===== config.mk =====
export PLATFORM = sky130hd
export DESIGN_NAME = pixel_write_arbiter
export DESIGN_NICKNAME = d
export VERILOG_FILES = /design/src/rtl/pixel_write_arbiter_pkg.sv /design/src/rtl/pixel_write_arbiter_apply.sv /design/src/rtl/pixel_write_arbiter.sv
export SDC_FILE = /design/constraint.sdc
export NUM_CORES = 1
export LEC_CHECK = 0
export CORE_UTILIZATION = 47
export CTS_CLUSTER_SIZE = 10
export DETAILED_ROUTE_END_ITERATION = 6
export GPL_TIMING_DRIVEN = 0
export PLACE_DENSITY = 0.79
export SLEW_MARGIN = 20
export SYNTH_ARGS = -nofsm -noshare
export SYNTH_HDL_FRONTEND = slang
export SYNTH_SLANG_ARGS = --single-unit

===== constraint.sdc =====
create_clock -name clk -period 2 [get_ports clk]
set_clock_uncertainty 0.15 [all_clocks]
set_input_delay 0.2 -clock clk [delete_from_list [all_inputs] [get_ports clk]]
set_output_delay 0.2 -clock clk [all_outputs]
set_load 0.1 [all_outputs]

===== src/rtl/pixel_write_arbiter_pkg.sv =====
// Purpose : shared screen geometry, pixel op codes and arbiter FSM encodings.
// Latency : n/a (declarations only).
// Backpr. : n/a.
package screen_definitions;

   // Default number of rows; every row is 8 pixels wide.
   localparam int SCREEN_SIZE = 8;

   // Pixel operation codes presented on a_op / b_op.
   localparam logic [1:0] OP_SET = 2'b00;
   localparam logic [1:0] OP_CLR = 2'b01;
   localparam logic [1:0] OP_TGL = 2'b10;
   localparam logic [1:0] OP_CLS = 2'b11;

   // Read-modify-write sequencer states.
   typedef enum logic [1:0] {
      ST_IDLE   = 2'd0,
      ST_APPLY  = 2'd1,
      ST_COMMIT = 2'd2,
      ST_SETTLE = 2'd3
   } state_t;

endpackage


===== src/rtl/pixel_write_arbiter_apply.sv =====
// Purpose : combinational single-pixel modify of a whole image, plus row range check.
// Latency : 0 cycles (pure combinational).
// Backpr. : none; result is valid whenever inputs are.
// Ports   : image_in (current image), x/y/op (pixel command),
//           next_image (modified image), out_of_range (y beyond last row on a pixel op).
module pixel_apply #(
   parameter int SCREEN_SIZE = 8,
   parameter int WIDTH       = SCREEN_SIZE * 8,
   parameter int YW          = (SCREEN_SIZE > 1) ? $clog2(SCREEN_SIZE) : 1
) (
   input  logic [WIDTH-1:0] image_in,
   input  logic [2:0]       x,
   input  logic [YW-1:0]    y,
   input  logic [1:0]       op,
   output logic [WIDTH-1:0] next_image,
   output logic             out_of_range
);
   import screen_definitions::*;

   // Row count held one bit wider than y so that a full power-of-two row count fits.
   localparam logic [YW:0] ROWS = SCREEN_SIZE[YW:0];

   logic [YW+2:0]    w_idx;
   logic [WIDTH-1:0] w_mask;

   // Bit index y*8+x is simply the concatenation {y, x}.
   assign w_idx  = {y, x};
   assign w_mask = {{(WIDTH-1){1'b0}}, 1'b1} << w_idx;

   // Clear-screen ignores the coordinates, so it can never be out of range.
   assign out_of_range = (op != OP_CLS) && ({1'b0, y} >= ROWS);

   always_comb begin
      next_image = image_in;
      case (op)
         OP_SET:  next_image = image_in | w_mask;
         OP_CLR:  next_image = image_in & ~w_mask;
         OP_TGL:  next_image = image_in ^ w_mask;
         OP_CLS:  next_image = '0;
         default: next_image = image_in;
      endcase
   end

endmodule


===== src/rtl/pixel_write_arbiter.sv =====
// Purpose : round-robin arbiter sequencing pixel read-modify-writes into the image register.
// Latency : valid sampled in cycle N, ack/draw high in N+2; one command per 4 cycles.
// Backpr. : requesters hold valid+operands until their one-cycle ack; loser waits <= 8 cycles.
// Ports   : clk/rst (sync, active-high); a_*/b_* requester command + ack/err;
//           image_in (image register readback); draw/draw_image (image register load).
module pixel_write_arbiter #(
   parameter int SCREEN_SIZE = screen_definitions::SCREEN_SIZE,
   parameter int WIDTH       = SCREEN_SIZE * 8,
   parameter int YW          = (SCREEN_SIZE > 1) ? $clog2(SCREEN_SIZE) : 1
) (
   input  logic             clk,
   input  logic             rst,
   input  logic             a_valid,
   input  logic [2:0]       a_x,
   input  logic [YW-1:0]    a_y,
   input  logic [1:0]       a_op,
   output logic             a_ack,
   output logic             a_err,
   input  logic             b_valid,
   input  logic [2:0]       b_x,
   input  logic [YW-1:0]    b_y,
   input  logic [1:0]       b_op,
   output logic             b_ack,
   output logic             b_err,
   input  logic [WIDTH-1:0] image_in,
   output logic             draw,
   output logic [WIDTH-1:0] draw_image
);
   import screen_definitions::*;

   state_t           r_state;
   state_t           w_next_state;

   // Captured command of the current winner (id: 0 = A, 1 = B).
   logic [2:0]       r_x;
   logic [YW-1:0]    r_y;
   logic [1:0]       r_op;
   logic             r_id;
   // Tie-break pointer: set when B should win the next simultaneous request.
   logic             r_prefer_b;

   logic             r_draw;
   logic [WIDTH-1:0] r_draw_image;
   logic             r_a_ack;
   logic             r_a_err;
   logic             r_b_ack;
   logic             r_b_err;

   logic             w_grant_vld;
   logic             w_grant_b;
   logic [WIDTH-1:0] w_next_image;
   logic             w_oor;

   logic             w_draw_nxt;
   logic [WIDTH-1:0] w_draw_image_nxt;
   logic             w_a_ack_nxt;
   logic             w_a_err_nxt;
   logic             w_b_ack_nxt;
   logic             w_b_err_nxt;

   pixel_apply #(
      .SCREEN_SIZE (SCREEN_SIZE),
      .WIDTH       (WIDTH),
      .YW          (YW)
   ) u_apply (
      .image_in     (image_in),
      .x            (r_x),
      .y            (r_y),
      .op           (r_op),
      .next_image   (w_next_image),
      .out_of_range (w_oor)
   );

   // B wins when it is alone, or when both request and A was granted last.
   assign w_grant_vld = a_valid | b_valid;
   assign w_grant_b   = b_valid & (~a_valid | r_prefer_b);

   // State register.
   always_ff @(posedge clk) begin
      if (rst) begin
         r_state <= ST_IDLE;
      end else begin
         r_state <= w_next_state;
      end
   end

   // Next-state logic: fixed 4-cycle walk once a command is accepted.
   always_comb begin
      w_next_state = r_state;
      case (r_state)
         ST_IDLE:   w_next_state = w_grant_vld ? ST_APPLY : ST_IDLE;
         ST_APPLY:  w_next_state = ST_COMMIT;
         ST_COMMIT: w_next_state = ST_SETTLE;
         ST_SETTLE: w_next_state = ST_IDLE;
         default:   w_next_state = ST_IDLE;
      endcase
   end

   // Output logic: next values of the output registers. Everything defaults to
   // low, so the pulse raised in APPLY falls again on the following edge.
   always_comb begin
      w_draw_nxt       = 1'b0;
      w_draw_image_nxt = r_draw_image;
      w_a_ack_nxt      = 1'b0;
      w_a_err_nxt      = 1'b0;
      w_b_ack_nxt      = 1'b0;
      w_b_err_nxt      = 1'b0;
      if (r_state == ST_APPLY) begin
         w_a_ack_nxt = ~r_id;
         w_b_ack_nxt = r_id;
         if (w_oor) begin
            w_a_err_nxt = ~r_id;
            w_b_err_nxt = r_id;
         end else begin
            w_draw_nxt       = 1'b1;
            w_draw_image_nxt = w_next_image;
         end
      end
   end

   // Command capture, pointer and output registers.
   always_ff @(posedge clk) begin
      if (rst) begin
         r_x          <= '0;
         r_y          <= '0;
         r_op         <= '0;
         r_id         <= 1'b0;
         r_prefer_b   <= 1'b0;
         r_draw       <= 1'b0;
         r_draw_image <= '0;
         r_a_ack      <= 1'b0;
         r_a_err      <= 1'b0;
         r_b_ack      <= 1'b0;
         r_b_err      <= 1'b0;
      end else begin
         if ((r_state == ST_IDLE) && w_grant_vld) begin
            r_x        <= w_grant_b ? b_x  : a_x;
            r_y        <= w_grant_b ? b_y  : a_y;
            r_op       <= w_grant_b ? b_op : a_op;
            r_id       <= w_grant_b;
            r_prefer_b <= ~w_grant_b;
         end
         r_draw       <= w_draw_nxt;
         r_draw_image <= w_draw_image_nxt;
         r_a_ack      <= w_a_ack_nxt;
         r_a_err      <= w_a_err_nxt;
         r_b_ack      <= w_b_ack_nxt;
         r_b_err      <= w_b_err_nxt;
      end
   end

   assign draw       = r_draw;
   assign draw_image = r_draw_image;
   assign a_ack      = r_a_ack;
   assign a_err      = r_a_err;
   assign b_ack      = r_b_ack;
   assign b_err      = r_b_err;

endmodule

* Word-level counts from Yosys, hierarchy flattened
Index checks and enable logic that the tools add are counted.
Operators by class: multiplexer cells 7, bitwise gates (word level) 11, eq/ne operators 6, reductions and logical operators 4, shifts and indexed selects 1
Operator list (count):
- $pmux 64 s4 | 1
- $and 64x64->64 | 1
- $not 64->64 | 1
- $or 64x64->64 | 1
- $shl 1x6->64 const A | 1
- $xor 64x64->64 | 1
- $eq 2x2->1 const B | 4
- $pmux 2 s4 | 1
- $mux 3 | 2
- $eq 2x1->1 const B | 2
- $logic_not 2->1 | 2
- $not 1->1 | 4
- $mux 1 | 2
- $mux 2 | 1
- $or 1x1->1 | 2
- $reduce_or 2->1 | 1
- $and 1x1->1 | 1
- $logic_and 1x1->1 | 1
Word-level totals: register bits 79, logic and storage cells 39, output and inout bits 69, input bits 84

* Depth between registers and ports, before layout
word-level depth 4, depth in mapped cells 8, gate-level depth less buffers 7

* Hierarchy
A second synthesis with hierarchy kept.
Unflattened totals: cell total of the unflattened synthesis 914, area total of the unflattened synthesis 7143.1 µm²
By module, submodules not included:
- pixel_apply | cells an instance 574, area an instance 4274.1 µm², instances 1, seq. area each 0.0 µm²
- pixel_write_arbiter | cells an instance 340, area an instance 2869.0 µm², instances 1, seq. area each 1621.6 µm²

* Worst setup path after synthesis
OpenSTA, ideal clock, no wires.
path kind register to register, from reg r_x[1], to reg r_draw_image[42] (netlist: draw_image[42]), stages on the path, launching flop included 9, path buffers 1, clock period less this slack 2.171 ns, path slack -0.171 ns, data arrival time 1.933 ns, setup time 0.088 ns, required time 1.762 ns, path through dfxtp_1 clkbuf_1 nand2b_1 nor3b_1 nand2_1 ha_1 or2_2 a21o_1 a311oi_2
On the way: longest elaborated chain between the ends 4, elaborated cells on any way between the ends 6, those cells by class shift: 1; mux: 1; bitwise: 4
RTL lines:
- start: declaration | line pixel_write_arbiter.sv:35 | logic [2:0] r_x;
- start signal: assignment | line pixel_write_arbiter.sv:137 | r_x <= w_grant_b ? b_x : a_x;
- $shl 1x6->64 (*) | line pixel_write_arbiter_apply.sv:28 | assign w_mask = {{(WIDTH-1){1'b0}}, 1'b1} << w_idx;
- $not 64->64 | line pixel_write_arbiter_apply.sv:37 | OP_CLR: next_image = image_in & ~w_mask;
- $and 64x64->64 | line pixel_write_arbiter_apply.sv:37
- $pmux 64 s4 (*) | line pixel_write_arbiter_apply.sv:35 | case (op)
- end signal: assignment | line pixel_write_arbiter.sv:144 | r_draw_image <= w_draw_image_nxt;
- end: declaration | line pixel_write_arbiter.sv:43 | logic [WIDTH-1:0] r_draw_image;
Mark *: on every way between the ends. The rest lies on a longest branch, timed or not. A chain may end at the register's enable or synchronous reset.

* Worst setup path after layout
from reg r_x[1], to reg r_draw_image[45] (netlist: draw_image[45])
The elaborated chain is that of the path after synthesis.

==> metrics list <==
- Cell area after technology mapping: ~0.007 sq mm
- Along the worst path, the maximum fanout reaches 5.
- Setup repair after global routing missed its margin: true
- Pin count of the biggest net entering global routing: 14
* Setup slack after placement: -0.747 ns
- Final period demand of the worst path: 2.35 ns
* Height of the die: between 100 and 150 um
* IO Pins: 153
- On the final layout, the worst hold slack is between 0.15 and 0.2 ns.
- CP endpoint kind: flip-flop
* Number of stages on the worst setup path: 10
- Worst-path cell with the longest stage delay: a311oi_1
- Of the cells placed in the final design, the portion with a size suffix greater than 1 is 0.331.
- Final Routed Wirelength: 25,900 um
* Leading post-synthesis cells by cell area: ha_1 24%, dfxtp_1 23%, a311oi_2 11%
- The analysis attributes to cell leakage a power of a little under 5 nW.
* Remaining design rule violation count: 0
* Area occupied by registers: around 0.0016 sq mm
- Run status: complete, but fails checks
* Number of vias after detailed routing: around 7,500
- Number of buffers inserted during clock tree synthesis: 9
- The detailed router finished its first iteration with between 600 and 700 violations.
- Yosys mapped the design onto 35 distinct sky130hd cell types.
- Summed over all layers, the global routing overflow is 0.
* Number of cells produced by synthesis: 854
* Crit path DAT: about 2.4 ns
- H-tree levels: 3
* Core ar.: approximately 0.015 sq mm
- Number of rows in the core area: between 40 and 50
- Final hold vios: 0
- Area Growth Syn to Fin: 54.3%
* Count of synthesis-stage warnings from yosys: 0
* Count of hold-fix buffers inserted at cts: 0
- Hold Path Depth: 2
- Worst-Skew Late Latency: around 0.35 ns
- Most area-hungry cell type in the Yosys netlist: ha_1
- In the final layout, the multi-input gates occupy 0.00572 sq mm.
* Async SR Flop Fraction: 0
* Antenna viol nets, final: 0
- Slack of the critical path: -0.346 ns
- Kind of cell adding the most delay to the critical path: simple AND/OR/NAND/NOR gates
- Routed WL per cell: between 20 and 25 um
- Maximum root-to-sink buffer count: 2
* Fmax: 426 MHz
- Across every metal layer, demand over resource in global routing totals 0.284.
* Share of the synthesized area in the top cell type: 0.236
- Counting cells, the worst reg-to-reg path comes to 10.
- Buffer cell driving the clock tree root: clkbuf_16
* Max incr delay on CP: about 0.41 ns
- List of cells traversed by the critical path: buf_8 > nand2b_4 > buf_6 > nor2_4 > buf_6 > nand2_4 > ha_4 > or2_1 > a21o_1 > a311oi_1
* Initial standard-cell utilization of the core: 0.482
- Register bit count reported by yosys: ~80
- Top post-synthesis cells by count: 188 x nand2_1, 132 x ha_1, 79 x dfxtp_1, 79 x nor2_1, 66 x inv_1
* Most numerous cell in the Yosys netlist: nand2_1
* Clock edge transition at the registers on the reported setup and hold paths: 0.07 ns
- Required time of the critical path: around 2.1 ns
- Among all flip-flop cells after synthesis, the most frequent one is dfxtp_1.
- Half-perimeter wire length of the detailed placement result: around 14,000 um
* Util after Layout: 0.744
- Path category of the worst min-delay check: primary input to flip-flop
* Worst slew margin relative to its limit: 0.347
- Period Utilization, post-route: 1.17
* Sink count of the clock tree: 79
* Power per unit of standard cell area: ~1200 mW/mm^2
- CP dominant cell by count: buf_6
* Nets: between 1,000 and 1,500
* Die area: 0.0154 sq mm
- Mean post-synth cell area: approximately 8 sq um
- Number of global-route vias before repair: around 6,500
- For the pin with the worst max-slew slack, the measured transition is 0.984 ns.
- Number of enable flip-flop cells after synthesis: 0
- During placement, the flow inserted port buffers numbering about 150.
- Antenna violations before repair: 0
- Together, buffers and inverters on the worst path number 3.
- Violations in the final reports: setup timing
- Global placement routability congestion: about 0.86
- The pre-antenna-repair detailed-routing pass consisted of 7 iterations.
- The tool flagged a number of max-cap violations equal to 0.
- The number of antenna diodes in the final layout is 0.
- TritonCTS built the clock tree.
* First-pass GRT wire length: 33,000 um
* Count of final max-slew check failures: 0
- STA classifies the critical path startpoint as a flip-flop.
* Via-per-instance ratio: about 5.8
* Die Span X: roughly 120 um
- Worst setup path category: flip-flop to flip-flop
- Filler cell count in the final layout: 944
- Setup violations remaining at the end of the flow were counted as between 60 and 70.
- Worst-case vdd ir drop: roughly 1 mV
- Seq/Total Area, Yosys: 0.226
## stage by stage
step	cell area, sq um	TNS, ns	total power, mW	std cells
3_5_place_dp	8770	-21.85	9.73	1188
4_1_cts	9810	-1.83	11.7	1244
2_1_floorplan	7040	-0.107	7.98	855
6_report	10800	-6.75	12.6	1291
3_3_place_gp	8760	-21.31	9.63	1188
5_1_grt	10800	-9.47	13.0	1291
## per-layer routing
metal,GRT usage,vias to the layer above,part of all wire
li1,-,3339,-
met1,0.342,3557,0.39
met2,0.488,454,0.47
met3,0.0408,136,0.080
met4,0.148,0,0.059
met5,0,-,0
## worst reg2reg max path, stage by stage (launching register included)
cell,delay (ns)
dfxtp_2,0.33
buf_8,0.13
nand2b_4,0.19
buf_6,0.14
nor2_4,0.18
buf_6,0.13
nand2_4,0.05
ha_4,0.15
or2_1,0.20
a21o_1,0.16
a311oi_1,0.41
## registers in the layout (all words and copies together) (netlist names)
signal and count:
a_ack 1, b_ack 1, draw 1, draw_image 64, r_id 1, r_op 2
r_prefer_b 1, r_state 2, r_x 3, r_y 3
## power by group
group | switching (mW) | internal [mW] | total (mW)
Sequential | 0.368 | 2.07 | 2.43
Clock | 0.742 | 0.996 | 1.74
Combinational | 5.88 | 2.51 | 8.39
## layout by cell type (no fill, tap or decap), drive strengths merged, types with 64 or more instances in the layout
| master | instances |
|---|---|
| dfxtp | 79 |
| nor2 | 79 |
| a21o | 64 |
| a311oi | 64 |
| buf | 126 |
| ha | 132 |
| inv | 66 |
| or2 | 65 |
| nand2 | 188 |
| dlygate4sd2 | 67 |
| clkdlybuf4s50 | 82 |
## kinds of logic (layout without fill, tap and decap cells)
group,count (synthesis),in the layout,synth area share
DFF,79,79,0.226
AOI/OAI and AO/OA,141,141,0.210
other,1,2,0.000535
adders and majority gates,132,132,0.236
buffers and inverters,127,379,0.0898
and+or+nand+nor,374,374,0.239
## path summary, 6_finish.rpt
| path | slack [ns] | start | to |
|---|---|---|---|
| min | 0.18 | rst | draw |
| max | -0.35 | r_x[1] | draw_image[45] |
| max reg2reg | -0.35 | r_x[1] | draw_image[45] |
| min reg2reg | 0.29 | r_id | a_ack |
## repair_timing
item	CTS	global route
buffers inserted	40	48
gates cloned	1	1
pin swaps	62	114
gates resized for setup	212	160
endpoints found under the setup margin	131	64
## area by class of cell
type | count | share of cell area
plain buffers | 60 | 0.0439
flip-flops and latches | 79 | 0.148
inverters | 66 | 0.0229
multi-input cells | 649 | 0.529
repair buffers | 237 | 0.207
well taps | 184 | 0.0213
clock buffers | 10 | 0.0221
clock inverters | 6 | 0.00556
No activity file was read; power rests on OpenSTA's default activity.
==> variant 1 (same settings) <==
`SCREEN_SIZE` is set to 8 in 2 places; all go to 16.
--- a/src/rtl/pixel_write_arbiter_pkg.sv
+++ b/src/rtl/pixel_write_arbiter_pkg.sv
@@ -5,5 +5,5 @@
 
    // Default number of rows; every row is 8 pixels wide.
-   localparam int SCREEN_SIZE = 8;
+   localparam int SCREEN_SIZE = 16;
 
    // Pixel operation codes presented on a_op / b_op.
--- a/src/rtl/pixel_write_arbiter_apply.sv
+++ b/src/rtl/pixel_write_arbiter_apply.sv
@@ -5,5 +5,5 @@
 //           next_image (modified image), out_of_range (y beyond last row on a pixel op).
 module pixel_apply #(
-   parameter int SCREEN_SIZE = 8,
+   parameter int SCREEN_SIZE = 16,
    parameter int WIDTH       = SCREEN_SIZE * 8,
    parameter int YW          = (SCREEN_SIZE > 1) ? $clog2(SCREEN_SIZE) : 1
Interface: changed (resized a_y, b_y, draw_image and image_in); port bits go from 153 to 283. The function was not compared with the original's and may differ.
==> variant 1 against the unedited design <==
- die area is 90% higher
- largest cell class unchanged
- sequential cell count is 65 higher
- power is 110% higher
- cell area is 110% higher
- synthesized cell count is 93% higher
- area after synthesis is 91% higher
- wire length is 150% higher
- maximum frequency is 4.6% lower
- the run still ends with setup timing left
- worst setup slack worse by 0.11 ns
- largest power group unchanged
==> variant 1: results (changes against the unedited design) <==
Synth-to-Final Area Change=70.0% (was 54.3%); initial antenna violation count=2 (was 0); sequential cell area share=12.8% (was 14.8%); Finish-stage setup viols=141 (was 63); DP Area=16900 um2 (was 8770 um2); H-tree lvl count=4 (was 3); NonClk Buf Share=27.4% (was 25.1%); count of multi-input gates=1245 (was 649); vias in the first global route=14.9k (was 6487); Final HPWL DP=33500 um (was 14300 um); met3 Track Usage GR=6.85% (was 4.08%); status=finished with violations (unchanged); syn avg cell area=8.13 um2 (was 8.20 um2); met3 routed WL=6590 um (was 2070 um); overall global routing resource usage=36.6% (was 28.4%); CTS Buf Count=17 (was 9); Post-synth top cells=nand2_1 (339), ha_1 (260), nor2_1 (150) (was nand2_1 (188), ha_1 (132), dfxtp_1 (79), nor2_1 (79), inv_1 (66)); antenna diode count=4 (was 0); ranking of synthesized cells by area=ha_1 (24%), dfxtp_1 (21%), a311oi_2 (11%) (was ha_1 (24%), dfxtp_1 (23%), a311oi_2 (11%)); P_leak=9.85 nW (was 4.82 nW); final worst setup slack=-0.460 ns (was -0.346 ns); Max FO, Critical Path=7 (was 5); violated checks=setup timing (unchanged); clkbuf count=21 (was 10); Resized cells post-CTS=740 (was 212); met1 WL=23200 um (was 10200 um); Clock-cell share=2.72% (was 2.77%); Inverters=130 (was 66); count of different cell masters after synthesis=38 (was 35)
-- variant 1: metrics by stage --
stage / util (%) / power, W / cells / hold slack [ns]
finish: 81.6 / 0.0261 / 2596 / 0.213
detailed placement: 60.3 / 0.0191 / 2307 / 0.311
global placement: 60.3 / 0.0188 / 2307 / 0.303
floorplan: - / 0.0154 / 1650 / 0.188
CTS: 76.3 / 0.0242 / 2536 / 0.219
global route: 81.6 / 0.0267 / 2593 / 0.224
-- variant 1: where the power goes --
group,switching (W),internal [W],total [W]
Clock,0.00155,0.00208,0.00363
Combinational,0.0125,0.00545,0.0180
Sequential,0.000676,0.00378,0.00445
Total,0.0148,0.0113,0.0261
-- variant 1: kinds of logic after synthesis --
family | synth area share, %
DFF | 21.5
buffers and inverters | 9.26
AOI/OAI and AO/OA | 21.2
other | 0.0280
adders and majority gates | 24.3
and+or+nand+nor | 23.8
==> variant 2 (same settings) <==
Without the edit above. The 4 states of `state_t` get a one-hot encoding in 4 bits.
--- a/src/rtl/pixel_write_arbiter_pkg.sv
+++ b/src/rtl/pixel_write_arbiter_pkg.sv
@@ -14,9 +14,9 @@
 
    // Read-modify-write sequencer states.
-   typedef enum logic [1:0] {
-      ST_IDLE   = 2'd0,
-      ST_APPLY  = 2'd1,
-      ST_COMMIT = 2'd2,
-      ST_SETTLE = 2'd3
+   typedef enum logic [3:0] {
+      ST_IDLE   = 4'b0001,
+      ST_APPLY  = 4'b0010,
+      ST_COMMIT = 4'b0100,
+      ST_SETTLE = 4'b1000
    } state_t;
 
Function: no difference found for any inputs over 4 cycles, from zero or initial values and one cycle with rst high; so few cycles prove little.
==> variant 2 against the unedited design <==
- the flow still finishes with violations (setup timing)
- worst setup slack gained 0.13 ns
- area after synthesis is 4.0% lower
- critical path depth shrank 1
- wire length shrank 6.6%
- first-iteration DRC count increased by 9.5%
- cell area shrank 4.4%
- core utilization is 0.18 points lower
- sequential cell count is 2 higher
- critical endpoint is now draw_image[14]$_SDFFE_PP0N_
- largest cell class unchanged
Power is not compared: it rests on default switching activity, and its combinational part moved more than twofold at a synthesized area within 25%.
==> variant 2: results (changes against the unedited design) <==
CP arrival=2.32 ns (was 2.42 ns); cells on worst reg2reg path=9 (was 10); Pre-antenna DRT Iters=6 (was 7); share of layout cells above drive strength 1=29.4% (was 33.1%); Post-synth top cells=ha_1 (128), inv_1 (103), nand2_1 (95) (was nand2_1 (188), ha_1 (132), dfxtp_1 (79), nor2_1 (79), inv_1 (66)); Setup WS pre-CTS=-0.556 ns (was -0.747 ns); Fillers=928 (was 944); Synth Area in Compound Gates=22.4% (was 21.0%); drt initial violations=694 (was 634); Final nets=1308 (was 1318); r2r endpoint=draw_image[14]$_SDFFE_PP0N_ (was draw_image[45]$_SDFFE_PP0P_); violated checks=setup timing (unchanged); final worst setup slack=-0.221 ns (was -0.346 ns); most common cell after layout, fill and taps aside=inv_1 (was nand2_1); overall global routing resource usage=28.6% (was 28.4%); status=finished with violations (unchanged); Max FO, Critical Path=8 (was 5); hold path startpoint=a_y[2] (was rst); Finish-stage setup viols=47 (was 63); slew at the pin with the worst max-slew slack=0.979 ns (was 0.984 ns); Final HPWL DP=14300 um (about the same); worst setup path start=r_x[2]$_SDFFE_PP0P_ (was r_x[1]$_SDFFE_PP0P_); first-pass GRT wire length=32700 um (was 33000 um); global placer's final weighted congestion=0.798 (was 0.862); vias in the first global route=6482 (was 6487)
[variant 2: changes by cell type in the layout (fill, tap and decap cells not counted), sizes merged, moves of 62 or more]
| cell | change |
|---|---|
| nand2 | -93 |
| a211oi | +62 |
| a21oi | +74 |
| a311oi | -64 |
[variant 2: metal layers]
layer / part of all wire, % / routed length, um / vias to the layer above / global-route usage [%]
li1: - / - / 3347 / -
met1: 40 / 9670 / 3504 / 37.0
met2: 48 / 11600 / 418 / 47.1
met3: 7.5 / 1820 / 113 / 5.10
met4: 4.7 / 1140 / 0 / 11.3
met5: 0 / 0 / - / 0
[variant 2: cell families after synthesis]
kind of cell / after synthesis
flops: 81
buf+inv: 171
simple gates: 277
other cells: 1
fa+ha+maj: 128
compound gates: 215
[variant 2: final cells by class]
cell class / count / area share, %
Clock inverter: 6 / 1.02
Buffer: 60 / 3.10
Inverter: 103 / 3.74
Timing Repair Buffer: 219 / 19.5
Tap cell: 180 / 2.18
Multi-Input combinational cell: 622 / 52.3
Clock buffer: 10 / 2.31
Sequential cell: 81 / 15.9
[variant 2: worst min-delay path by stage]
stage / cells after the start / end
finish: 2 / r_y[2]$_SDFFE_PP0P_
global route: 2 / r_y[2]$_SDFFE_PP0P_
CTS: 2 / r_y[2]$_SDFFE_PP0P_
detailed placement: 1 / a_ack$_SDFF_PP0_
global placement: 1 / a_ack$_SDFF_PP0_
floorplan: 1 / r_op[1]$_SDFFE_PP0P_
[variant 2: per-stage QoR]
| step | TNS [ns] | area, um2 | power, W | hold WS, ns | instances |
|---|---|---|---|---|---|
| after detailed placement | -25.27 | 8480 | 0.00409 | 0.325 | 1203 |
| after global routing | -7.07 | 10300 | 0.00691 | 0.297 | 1281 |
| after CTS | -1.01 | 9350 | 0.00622 | 0.299 | 1238 |
| after floorplan | -0.147 | 6760 | 0.00341 | 0.188 | 874 |
| after global placement | -22.77 | 8480 | 0.00405 | 0.299 | 1203 |
| final | -3.54 | 10300 | 0.00668 | 0.297 | 1281 |
[variant 2: power breakdown]
group / switching [W] / leakage (nW) / internal, W
logic: 0.00180 / 4.09 / 0.00105
registers: 0.000105 / 0.662 / 0.00173
clock network: 0.000745 / 0.172 / 0.00125
total: 0.00265 / 4.93 / 0.00402
[variant 2: repair_timing]
item / CTS / global route
buffers inserted: 25 / 45
pin swaps: 39 / 85
resized for setup: 189 / 177
setup endpoints to repair: 131 / 64
[variant 2: critical path, stage by stage (launching register included)]
cell and delay (ns):
dfxtp_2 0.34, buf_8 0.16, nand2b_4 0.09, buf_4 0.15, nor2_4 0.19, nand2_1 0.11, ha_1 0.20, nor2b_1 0.12
a211o_1 0.30, a211oi_1 0.29
